File: config.mk
export PLATFORM = sky130hd
export DESIGN_NAME = example_text_memory_bus_ws_flat
export DESIGN_NICKNAME = d
export VERILOG_FILES = /design/src/rtl/example_text_memory_bus_ws_if.sv /design/src/rtl/example_text_memory_bus_ws.sv /design/src/flat_wrapper.sv
export SDC_FILE = /design/constraint.sdc
export NUM_CORES = 1
export LEC_CHECK = 0
export ABC_CLOCK_PERIOD_IN_PS = 1800
export CORE_ASPECT_RATIO = 0.75
export CORE_MARGIN = 5
export CORE_UTILIZATION = 36
export DETAILED_ROUTE_END_ITERATION = 6
export HOLD_SLACK_MARGIN = 0.05
export PLACE_DENSITY = 0.84
export SETUP_SLACK_MARGIN = 0.2
export SLEW_MARGIN = 30
export SYNTH_ARGS = -nofsm -noshare
export SYNTH_HDL_FRONTEND = slang
export SYNTH_SLANG_ARGS = --single-unit
File: constraint.sdc
create_clock -name clock -period 1.8 [get_ports clock]
set_input_delay 0.45 -clock clock [delete_from_list [all_inputs] [get_ports clock]]
set_output_delay 0.45 -clock clock [all_outputs]
set_load 0.01 [all_outputs]
File: src/rtl/example_text_memory_bus_ws_if.sv
// Fetch request/response bus plus synchronous text-memory port.
// slave: the fetch unit side (example_text_memory_bus_ws); master: requester + memory.
interface example_text_memory_bus_ws_if #(
    parameter int DATA_WIDTH = 32,
    parameter int ADDR_WIDTH = 32,
    parameter int MEM_AW     = 12
);
    logic                  req_valid;
    logic                  req_ready;
    logic [ADDR_WIDTH-1:0] req_address;
    logic                  rsp_valid;
    logic                  rsp_ready;
    logic [DATA_WIDTH-1:0] rsp_data;
    logic                  rsp_fault;
    logic                  mem_read;
    logic [MEM_AW-1:0]     mem_address;
    logic [DATA_WIDTH-1:0] mem_q;

    modport slave (
        input  req_valid, req_address, rsp_ready, mem_q,
        output req_ready, rsp_valid, rsp_data, rsp_fault,
        output mem_read, mem_address
    );

    modport master (
        output req_valid, req_address, rsp_ready, mem_q,
        input  req_ready, rsp_valid, rsp_data, rsp_fault,
        input  mem_read, mem_address
    );
endinterface

File: src/rtl/example_text_memory_bus_ws.sv
// Text-region fetch bus: one outstanding word read with WAIT_STATES extra cycles.
// Ports: clock, reset (async, active-high), bus (slave modport: req/rsp handshakes, mem port).
// Optional: `define TEXT_BUS_FAULT_EN to answer out-of-range/misaligned fetches with rsp_fault.
module example_text_memory_bus_ws #(
    parameter int                    DATA_WIDTH  = 32,
    parameter int                    ADDR_WIDTH  = 32,
    parameter logic [ADDR_WIDTH-1:0] TEXT_BASE   = 'h0040_0000,
    parameter int                    TEXT_WORDS  = 4096,
    parameter int                    WAIT_STATES = 0
) (
    input logic                         clock,
    input logic                         reset,
    example_text_memory_bus_ws_if.slave bus
);
    localparam int AW = $clog2(TEXT_WORDS);

    // One extra top bit so the upper bound never wraps.
    localparam logic [ADDR_WIDTH:0] LAST =
        {1'b0, TEXT_BASE} + (ADDR_WIDTH+1)'(4 * TEXT_WORDS) - 1'b1;

    typedef enum logic [1:0] {IDLE, WAIT, ISSUE, RESP} state_t;

    state_t                state;
    state_t                nxt;
    logic [3:0]            cnt;
    logic [AW-1:0]         idx;
    logic                  hit;
    logic                  pend;
    logic                  rdy_en;
    logic                  rsp_valid_q;
    logic [DATA_WIDTH-1:0] rsp_data_q;
    logic                  rd;

    logic                  accept;
    logic                  in_range;
    logic                  bad;
    logic [ADDR_WIDTH-1:0] off;
    logic [AW-1:0]         idx_w;

    assign in_range = ({1'b0, bus.req_address} >= {1'b0, TEXT_BASE})
                   && ({1'b0, bus.req_address} <= LAST);
    assign off      = bus.req_address - TEXT_BASE;
    assign idx_w    = AW'(off >> 2);

`ifdef TEXT_BUS_FAULT_EN
    logic fault_q;
    assign bad           = !in_range || (bus.req_address[1:0] != 2'b00);
    assign bus.rsp_fault = fault_q;
`else
    assign bad           = 1'b0;
    assign bus.rsp_fault = 1'b0;
`endif

    // rdy_en keeps req_ready low until the first edge after reset.
    assign bus.req_ready   = (state == IDLE) && rdy_en;
    assign accept          = bus.req_ready && bus.req_valid;
    assign bus.rsp_valid   = rsp_valid_q;
    assign bus.rsp_data    = rsp_data_q;
    assign bus.mem_read    = rd;
    assign bus.mem_address = idx;

    always_ff @(posedge clock or posedge reset) begin
        if (reset) begin
            state <= IDLE;
        end else begin
            state <= nxt;
        end
    end

    always_comb begin
        nxt = state;
        rd  = 1'b0;
        unique case (state)
            IDLE: begin
                if (accept) begin
                    if (bad) begin
                        nxt = RESP;
                    end else if (WAIT_STATES == 0) begin
                        nxt = ISSUE;
                    end else begin
                        nxt = WAIT;
                    end
                end
            end
            WAIT: begin
                if (cnt <= 4'd1) begin
                    nxt = ISSUE;
                end
            end
            ISSUE: begin
                // Out-of-range fetches keep the timing but never touch memory.
                rd  = hit;
                nxt = RESP;
            end
            RESP: begin
                if (rsp_valid_q && bus.rsp_ready) begin
                    nxt = IDLE;
                end
            end
            default: nxt = IDLE;
        endcase
    end

    // RESP is entered one cycle before mem_q is valid; pend marks that
    // capture cycle, during which rsp_valid is still low.
    always_ff @(posedge clock or posedge reset) begin
        if (reset) begin
            cnt         <= '0;
            idx         <= '0;
            hit         <= 1'b0;
            pend        <= 1'b0;
            rdy_en      <= 1'b0;
            rsp_valid_q <= 1'b0;
            rsp_data_q  <= '0;
`ifdef TEXT_BUS_FAULT_EN
            fault_q     <= 1'b0;
`endif
        end else begin
            rdy_en <= 1'b1;
            unique case (state)
                IDLE: begin
                    if (accept) begin
                        idx <= idx_w;
                        hit <= in_range;
                        cnt <= 4'(WAIT_STATES);
`ifdef TEXT_BUS_FAULT_EN
                        fault_q <= bad;
`endif
                        if (bad) begin
                            rsp_valid_q <= 1'b1;
                            rsp_data_q  <= '0;
                        end
                    end
                end
                WAIT: begin
                    cnt <= cnt - 4'd1;
                end
                ISSUE: begin
                    pend <= 1'b1;
                end
                RESP: begin
                    if (pend) begin
                        pend        <= 1'b0;
                        rsp_valid_q <= 1'b1;
                        rsp_data_q  <= hit ? bus.mem_q : '0;
                    end else if (rsp_valid_q && bus.rsp_ready) begin
                        rsp_valid_q <= 1'b0;
                    end
                end
                default: ;
            endcase
        end
    end
endmodule

File: src/flat_wrapper.sv
// flat-port wrapper written by rule: the top's interface ports become plain ports
module example_text_memory_bus_ws_flat 
#(
    parameter int                    DATA_WIDTH  = 32,
    parameter int                    ADDR_WIDTH  = 32,
    parameter logic [ADDR_WIDTH-1:0] TEXT_BASE   = 'h0040_0000,
    parameter int                    TEXT_WORDS  = 4096,
    parameter int                    WAIT_STATES = 0
)
  (clock, reset, bus_req_valid, bus_req_address, bus_rsp_ready, bus_mem_q, bus_req_ready, bus_rsp_valid, bus_rsp_data, bus_rsp_fault, bus_mem_read, bus_mem_address);
  example_text_memory_bus_ws_if #(.DATA_WIDTH(DATA_WIDTH), .ADDR_WIDTH(ADDR_WIDTH)) bus_i ();
  input logic clock;
  input logic reset;
  input wire logic [$bits(bus_i.req_valid)-1:0] bus_req_valid;
  input wire logic [$bits(bus_i.req_address)-1:0] bus_req_address;
  input wire logic [$bits(bus_i.rsp_ready)-1:0] bus_rsp_ready;
  input wire logic [$bits(bus_i.mem_q)-1:0] bus_mem_q;
  output wire logic [$bits(bus_i.req_ready)-1:0] bus_req_ready;
  output wire logic [$bits(bus_i.rsp_valid)-1:0] bus_rsp_valid;
  output wire logic [$bits(bus_i.rsp_data)-1:0] bus_rsp_data;
  output wire logic [$bits(bus_i.rsp_fault)-1:0] bus_rsp_fault;
  output wire logic [$bits(bus_i.mem_read)-1:0] bus_mem_read;
  output wire logic [$bits(bus_i.mem_address)-1:0] bus_mem_address;
  assign bus_i.req_valid = bus_req_valid;
  assign bus_i.req_address = bus_req_address;
  assign bus_i.rsp_ready = bus_rsp_ready;
  assign bus_i.mem_q = bus_mem_q;
  assign bus_req_ready = bus_i.req_ready;
  assign bus_rsp_valid = bus_i.rsp_valid;
  assign bus_rsp_data = bus_i.rsp_data;
  assign bus_rsp_fault = bus_i.rsp_fault;
  assign bus_mem_read = bus_i.mem_read;
  assign bus_mem_address = bus_i.mem_address;
  example_text_memory_bus_ws #(.DATA_WIDTH(DATA_WIDTH), .ADDR_WIDTH(ADDR_WIDTH), .TEXT_BASE(TEXT_BASE), .TEXT_WORDS(TEXT_WORDS), .WAIT_STATES(WAIT_STATES)) u_core (.clock(clock), .reset(reset), .bus(bus_i));
endmodule
==> results of run 1 <==
## cells in the mapped netlist
cell / instances
nand2_1: 68
dfrtp_1: 54
o21ai_0: 35
clkbuf_1: 10
mux2_4: 8
mux2_2: 6
nor2_1: 6
nand3_1: 5
inv_1: 4
a21oi_1: 3
nor4_1: 3
a22o_2: 2
buf_2: 2
buf_4: 2
conb_1: 2
ha_1: 2
or2_2: 2
buf_12: 1
buf_6: 1
nand2b_1: 1
nor3_1: 1
nor3b_1: 1
nor4b_1: 1
nor4bb_2: 1
o22ai_2: 1
o2bb2ai_1: 1
or2b_1: 1
## state kept, by name (all words and copies together) (netlist names)
register,flops
u_core.hit,1
u_core.cnt,4
u_core.bus.rsp_valid,1
u_core.state,2
u_core.bus.rsp_data,32
u_core.bus.mem_address,12
u_core.pend,1
u_core.rdy_en,1
## cell type report
class / instances / area (sq um) / share of cell area
flip-flops and latches: 54 / 1350 / 0.364
clock buffers: 6 / 82.6 / 0.0222
well taps: 81 / 101 / 0.0273
multi-input cells: 150 / 876 / 0.236
repair buffers: 126 / 1230 / 0.330
inverters: 4 / 18.8 / 0.00505
clock inverters: 2 / 60.1 / 0.0162
## routing by layer
metal / vias up / global-route usage / share of wire
li1: 968 / - / -
met4: 0 / 0.0236 / 0.0012
met3: 2 / 0.0544 / 0.099
met1: 900 / 0.187 / 0.41
met5: - / 0 / 0
met2: 68 / 0.248 / 0.49
## how the worst max path moves through the flow
stage / startpoint / endpoint / slack, ns
6_report: u_core.state[1] / u_core.bus.mem_address[3] / 0.17
5_1_grt: u_core.state[1] / u_core.bus.mem_address[4] / 0.12
4_1_cts: u_core.state[1] / bus_req_ready / 0.12
3_5_place_dp: bus_req_valid / u_core.bus.mem_address[7] / -0.04
3_3_place_gp: bus_req_valid / u_core.bus.mem_address[9] / -0.03
2_1_floorplan: u_core.hit / bus_mem_read / 0.34
## power breakdown
part	switching, mW	leakage, nW	internal [mW]
Combinational	1.21	0.988	1.26
Sequential	0.299	0.696	1.74
Clock	0.383	0.0714	0.593
## kinds of logic after synthesis
kind of cell	Yosys count
adders and majority gates	2
buffers and inverters	20
and+or+nand+nor	90
muxes	14
AOI/OAI and AO/OA	42
DFF	54
other	2
## stage by stage
| step | setup TNS (ns) | utilization | cells |
|---|---|---|---|
| floorplan | 0 | - | 224 |
| global placement | -0.113 | 0.566 | 409 |
| detailed placement | -0.174 | 0.566 | 409 |
| CTS | 0 | 0.580 | 418 |
| global route | 0 | 0.594 | 423 |
| finish | 0 | 0.594 | 423 |
## tightest hold or removal path, cell delays in order (launching register included)
cell and delay [ns]:
dfrtp_1 0.34, nand2_1 0.04, o21ai_0 0.06
## what timing repair did
item,4_1_cts,5_1_grt
setup buffers,1,4
endpoints found under the setup margin,51,15
endpoints found under the hold margin,0,0
hold buffers,0,0
resized for setup,51,10
pin swaps,0,3
gates cloned,0,1
==> results.md, run 1 <==
* Outcome: finished clean
* Clock Latency Late Sink at 0.30 ns
* Share of layout cells above drive strength 1 at 0.140
* Final WL at 6.07 mm
* Clock Skew at 0.00523 ns
* Reg2Reg Depth at 6
* Yosys top cell by area: dfrtp_1
* H-tree Lvls at 2
* Adder-cell share of the synthesized area at 0.0109
* Clk buf depth at 2
* Final worst slack at 0.170 ns
* Initial Util at 0.367
* Gpl congestion at 0.786
* WHS at 0.481 ns
* Synth top area cells: dfrtp_1 (59%), nand2_1 (11%), o21ai_0 (7.6%)
* Post-synthesis simple-gate area fraction at 0.168
* Reg2Reg Setup Slack at 0.17 ns
* Hold Crit Class: flop to flop
* Initial antenna violation count at 0
* Post-DP HPWL at 4.39 mm
* Final hold vios at 0
* P&R area growth vs syn at 61.8%
* Crit path buf inv count at 4
* Crit end category: flop
* Sequential-to-total area share from yosys stat at 0.588
* Via density per instance at 4.58
* Post-route cell area at 3720 sq um
* Via Count at 1938
* Post-synth top area share at 0.588
* Grt ovf at 0
* Data arrival, critical path at 1.82 ns
* Max Slew Vio Count at 0
* Total power at 5.47 mW
* Row count at 25
* Vias in the first global route at 1987
* Max Fclk at 613 MHz
* Most common cell after layout, fill and taps aside: nand2_1
* CTS tree: yes
* Root Driver: clkbuf_8
* R2R Path End: u_core.bus.mem_address[3]
* CP top delay family: buffers and inverters
* Crit path max fanout at 6
* Post-route ant nets at 0
* Final worst-path cycle share at 0.906
* Critical path cell sequence: buf_6 -> buf_8 -> nor4bb_4 -> buf_4 -> clkbuf_16 -> mux2_4
* Unique masters post-synth at 27
* Clock sink total at 54
* Period minus WS final at 1.63 ns
* Multiplexer area fraction after synthesis at 0.0817
* PortBufs at 112
* Full die area at 8100 sq um
* Die H at 79.2 um
* RSZ-0062 raised after global routing: true
* Post-synthesis compound-gate area fraction at 0.101
* Cells after Synth at 224
* Largest family of logic cells by synthesized area: simple AND/OR/NAND/NOR gates
* Setup-failing EPs final at 0
* Most frequent cells in the layout: nand2_1 (68), clkdlybuf4s50_1 (65), dfrtp_1 (54)
* DP Worst Slack at -0.0397 ns
* Core Area at 6260 sq um
* Xor/xnor cell area share of the yosys netlist at 0
* FF+latch count, synth at 54
* WHS Path Cells at 2
* TritonRoute pass-1 iters at 4
* Mean area per synthesized cell at 10.3 sq um
* Critical path depth at 6
* Worst hold path startpoint: u_core.bus.rsp_data[14]
* Required time worst endpoint at 1.99 ns
* Crit-path max cell delay at 0.41 ns
* Final net count at 411
* Die X at 102 um
* Max VDD drop at 0.683 mV
* R2R Path Start: u_core.state[1]
* YS warnings at 0
* Worst path slowest cell: dfrtp_1
* Detailed Route Iter0 Violations at 59
* Crit start category: flop
* # IOs at 116
* First-pass GRT wire length at 9.58 mm
* GRT Util Overall at 0.148
* Ant diodes at 0
* Placed cell areas at 3540 sq um
* Hold endpoint: u_core.bus.rsp_data[14]
* Post-Syn Area at 2300 sq um
* Largest net degree at the start of global routing at 66
* # DRC at 0
* CP Class: flop to flop
* Worst-path clk slew at 0.10 ns
* Fillers at 551
* Syn Nets at 294
* PwrDens at 1470 nW/um^2
* Max Cap Viol at 0
* Post-DR wirelength/cell at 14.4 um
* LEAKAGE at 1.76 nW
* CTS Buf Count at 5
Note: power is estimated with default switching activity, not from simulation.
==> run 2, diff against run 1 <==
CELL_PAD_IN_SITES_DETAIL_PLACEMENT = 0   (was unset)
CELL_PAD_IN_SITES_GLOBAL_PLACEMENT = 1   (was unset)
CORE_UTILIZATION = 26   (was 36)
SLEW_MARGIN = unset   (was 30)
==> results.md, run 2 (synthesis results as in run 1) <==
* # IOs at 116
* Root Driver: clkbuf_16
* Via density per instance at 4.29
* CTS tree: yes
* Die X at 119 um
* CP Class: input pin to flop
* GRT Util Overall at 0.109
* Most frequent cells in the layout: nand2_1 (68), clkdlybuf4s50_1 (65), dfrtp_1 (54)
* Crit path buf inv count at 3
* Most common cell after layout, fill and taps aside: nand2_1
* Sequential Area at 1350 sq um
* CP top delay family: buffers and inverters
* Grt ovf at 0
* Initial Util at 0.269
* Required time worst endpoint at 1.97 ns
* Final worst-path cycle share at 0.882
* P&R area growth vs syn at 61.2%
* First-pass GRT wire length at 9.93 mm
* Final worst slack at 0.212 ns
* Die H at 91.4 um
* DP Cell Count at 435
* Max Slew Vio Count at 0
* Worst path slowest cell: clkdlybuf4s50_1
* Clock Skew at 0.00409 ns
* Worst hold path startpoint: u_core.bus.rsp_data[7]
* Worst-path clk slew at 0.07 ns
* Cts hold-fix bufs at 0
* Post-DR wirelength/cell at 13.7 um
* Core Area at 8530 sq um
* Largest net degree at the start of global routing at 55
* RSZ-0062 raised after global routing: true
* Clock sink total at 54
* R2R Path End: u_core.bus.mem_address[9]
* Share of layout cells above drive strength 1 at 0.129
* H-tree Lvls at 2
* Clk buf depth at 2
* Ant diodes at 0
* Outcome: finished clean
* Data arrival, critical path at 1.76 ns
* Hold Crit Class: flop to flop
* Max VDD drop at 0.557 mV
* Crit start category: input pin
* Post-route ant nets at 0
* Initial antenna violation count at 0
* Hold endpoint: u_core.bus.rsp_data[7]
* Vias in the first global route at 1954
* Period minus WS final at 1.59 ns
* Row count at 29
* Clock Latency Late Sink at 0.28 ns
* Final net count at 411
* Final non-filler cell total at 449
* Reg2Reg Depth at 5
* Crit path max fanout at 7
* Via Count at 1925
* Fillers at 845
* Final Core Density at 0.434
* Setup_tns at 0 ns
* Setup-failing EPs final at 0
* Max Fclk at 630 MHz
* WHS Path Cells at 2
* Gpl congestion at 0.760
* Post-DP HPWL at 4.54 mm
* PwrDens at 1440 nW/um^2
* PortBufs at 112
* Largest register FFs at 32
* Final WL at 6.17 mm
* Max Cap Viol at 0
* LEAKAGE at 1.73 nW
* Final hold vios at 0
* Crit-path max cell delay at 0.48 ns
* Detailed Route Iter0 Violations at 111
* WHS at 0.469 ns
* R2R Path Start: u_core.state[0]
* Critical path cell sequence: clkdlybuf4s50_1 -> nor4bb_4 -> buf_4 -> buf_12 -> mux2_2
* # DRC at 0
* Total area of multi-input combinational cells at 856 sq um
* TritonRoute pass-1 iters at 4
* Full die area at 10800 sq um
* Crit end category: flop
* Reg2Reg Setup Slack at 0.23 ns
* CTS Buf Count at 5
* DP Worst Slack at -0.0767 ns
## run 2: changes by cell type in the layout (fill, tap and decap cells not counted), sizes merged
cell    delta
clkbuf     +2
bufinv     -2
buf        -1
## run 2: worst max-delay path by stage
| stage | start | cells after the start | slack, ns | endpoint |
|---|---|---|---|---|
| 6_report | bus_req_valid | 5 | 0.21 | u_core.bus.mem_address[9] |
| 5_1_grt | bus_req_valid | 5 | 0.17 | u_core.bus.mem_address[9] |
| 4_1_cts | u_core.state[1] | 2 | 0.13 | bus_req_ready |
| 3_5_place_dp | bus_req_valid | 4 | -0.08 | u_core.bus.mem_address[8] |
| 3_3_place_gp | bus_req_valid | 4 | -0.03 | u_core.bus.mem_address[7] |
| 2_1_floorplan | u_core.hit | 4 | 0.34 | bus_mem_read |
## run 2: through the flow
step	power [mW]	area (sq um)
after detailed placement	4.72	3550
final	5.33	3700
after CTS	5.33	3630
after global placement	4.64	3550
after floorplan	3.34	2300
after global routing	5.77	3700
## run 2: area by class of cell
class / count / area share
sequential: 54 / 0.365
timing repair buffer: 126 / 0.327
multi-input combinational: 150 / 0.231
tap: 108 / 0.0365
clock buffer: 7 / 0.0358
inverter: 4 / 0.00507
## run 2: layer usage
metal	up-vias	global-route usage	share of wire
li1	969	-	-
met4	0	0.0113	0.0021
met2	76	0.163	0.44
met3	2	0.0497	0.093
met5	-	0	0
met1	878	0.150	0.47
## run 2: worst min-delay path, stage by stage, from the launching register on
cell and delay [ns]:
dfrtp_1 0.34, nand2_1 0.04, o21ai_0 0.05
## run 2: power breakdown
part / internal (mW) / leakage [nW] / total [mW] / switching, mW
registers: 1.74 / 0.696 / 2.05 / 0.309
logic: 1.19 / 0.968 / 2.38 / 1.19
clock network: 0.510 / 0.0640 / 0.900 / 0.390
## run 2: repair_timing
item	in CTS	in global routing
setup endpoints to repair	47	14
resized for setup	49	5
setup buffers	0	6
cloned	0	1
pin swaps	0	1
==> run 3, diff against run 2 <==
CELL_PAD_IN_SITES_DETAIL_PLACEMENT = 1   (was 0)
CORE_UTILIZATION = 40   (was 26)
DONT_BUFFER_PORTS = 1   (was unset)
PLACE_DENSITY = 0.81   (was 0.84)
RECOVER_POWER = 25   (was unset)
==> results.md, run 3 (synthesis results as in run 1) <==
* Outcome: finished clean
* Detailed Route Iter0 Violations at 38
* Via density per instance at 5.06
* Initial Util at 0.420
* Data arrival, critical path at 1.77 ns
* GRT Util Overall at 0.153
* Crit path max fanout at 7
* Die H at 75.6 um
* Max Fclk at 633 MHz
* Grt ovf at 0
* Worst-path clk slew at 0.09 ns
* Row count at 23
* Setup-failing EPs final at 0
* Slew @ Worst Pin at 1.09 ns
* Final worst-path cycle share at 0.878
* Clock network power share at 0.140
* Sequential share of power at 0.508
* Total power at 4.61 mW
* Sw frac at 0.392
* Ant diodes at 0
* Rel. slew slack at 0.271
* Metal3 WL at 490 um
* Worst path slowest cell: dfrtp_2
* Initial antenna violation count at 0
* Critical path cell sequence: buf_6 -> nor4bb_4 -> buf_4 -> clkbuf_16 -> mux2_4
* Gpl congestion at 0.769
* H-tree Lvls at 2
* PortBufs at 0
* Cts hold-fix bufs at 0
* Largest register FFs at 32
* CTS tree: yes
* CP Class: flop to flop
* Share of layout cells above drive strength 1 at 0.215
* Most common cell after layout, fill and taps aside: nand2_1
* Post-DP HPWL at 3.96 mm
* Max Slew Vio Count at 0
* Most frequent cells in the layout: nand2_1 (68), dfrtp_1 (52), o21ai_0 (35)
* Max VDD drop at 0.631 mV
* Setup_tns at 0 ns
* Met2 WL at 2.86 mm
* Max layer used: met4
* Post-route ant nets at 0
* Max Cap Viol at 0
* # IOs at 116
* Vias in the first global route at 1775
* Clock sink total at 54
* Crit path buf inv count at 3
* Required time worst endpoint at 1.99 ns
* Die X at 97.5 um
* Period minus WS final at 1.58 ns
* Clock Skew at 0.00537 ns
* Via Count at 1560
* TritonRoute pass-1 iters at 4
* Largest net degree at the start of global routing at 51
* Hold Crit Class: input pin to asynchronous set/reset pin
* Post-DR wirelength/cell at 18.4 um
* Clock Latency Late Sink at 0.30 ns
* P&R area growth vs syn at 14.7%
* RSZ-0062 raised after global routing: true
* First-pass GRT wire length at 9.02 mm
* Full die area at 7370 sq um
* WL met1 at 2.28 mm
* CP top delay family: buffers and inverters
* Core Area at 5470 sq um
* Comb power frac at 0.352
* LEAKAGE at 1.16 nW
* CTS Buf Count at 5
* Clk buf depth at 2
* Final net count at 303
* Crit end category: flop
* P_sw at 1.81 mW
* Final WL at 5.67 mm
* Crit-path max cell delay at 0.45 ns
* Root Driver: clkbuf_8
* PwrDens at 1750 nW/um^2
* Crit start category: flop
* Internal Power at 2.80 mW
* # DRC at 0
* Final hold vios at 0
[run 3: power groups by stage]
stage,Combinational [mW],Clock (mW),Sequential [mW]
2_1_floorplan,1.11,0,2.24
3_3_place_gp,1.25,0,2.38
3_5_place_dp,1.33,0,2.40
4_1_cts,1.52,0.674,2.35
5_1_grt,1.85,0.716,2.41
6_report,1.62,0.644,2.34
[run 3: metal layers]
layer,vias to the layer above,GRT usage
li1,744,-
met1,751,0.172
met2,61,0.272
met3,4,0.0695
met4,0,0.0384
met5,-,0
[run 3: layout make-up]
cell class              instances  area (sq um)
fillers                       608          2830
inverters                       4          16.3
multi-input cells             150           880
flip-flops and latches         54          1350
well taps                      75          93.8
repair buffers                 18           210
clock buffers                   6          72.6
clock inverters                 1          7.51
[run 3: through the flow]
step                hold WS (ns)  setup WS (ns)  utilization  area [sq um]  std cells
floorplan                  0.478          0.337            -          2300        224
global placement           0.386          0.311        0.438          2400        289
detailed placement         0.398          0.257        0.438          2400        289
CTS                       0.0614          0.215        0.466          2550        302
global route               0.263          0.173        0.482          2630        308
finish                     0.227          0.220        0.482          2630        308
[run 3: path summary, 6_finish.rpt]
kind / startpoint / cells after the start / slack, ns / endpoint
worst max register to register: u_core.state[0] / 5 / 0.22 / u_core.bus.mem_address[3]
max in group asynchronous: reset / 2 / 0.92 / u_core.bus.rsp_data[3]
worst max-delay path: u_core.state[0] / 5 / 0.22 / u_core.bus.mem_address[3]
worst min-delay path: reset / 1 / 0.23 / u_core.cnt[1]
worst min register to register: u_core.bus.rsp_data[17] / 2 / 0.56 / u_core.bus.rsp_data[17]
min in group clock: bus_mem_q[7] / 2 / 0.29 / u_core.bus.rsp_data[7]
[run 3: repair_timing]
| action | 4_1_cts | 5_1_grt |
|---|---|---|
| buffers inserted | 6 | 5 |
| gates resized for setup | 4 | 7 |
| pin swaps | 0 | 2 |
| setup endpoints to repair | 2 | 6 |
| cloned | 0 | 1 |
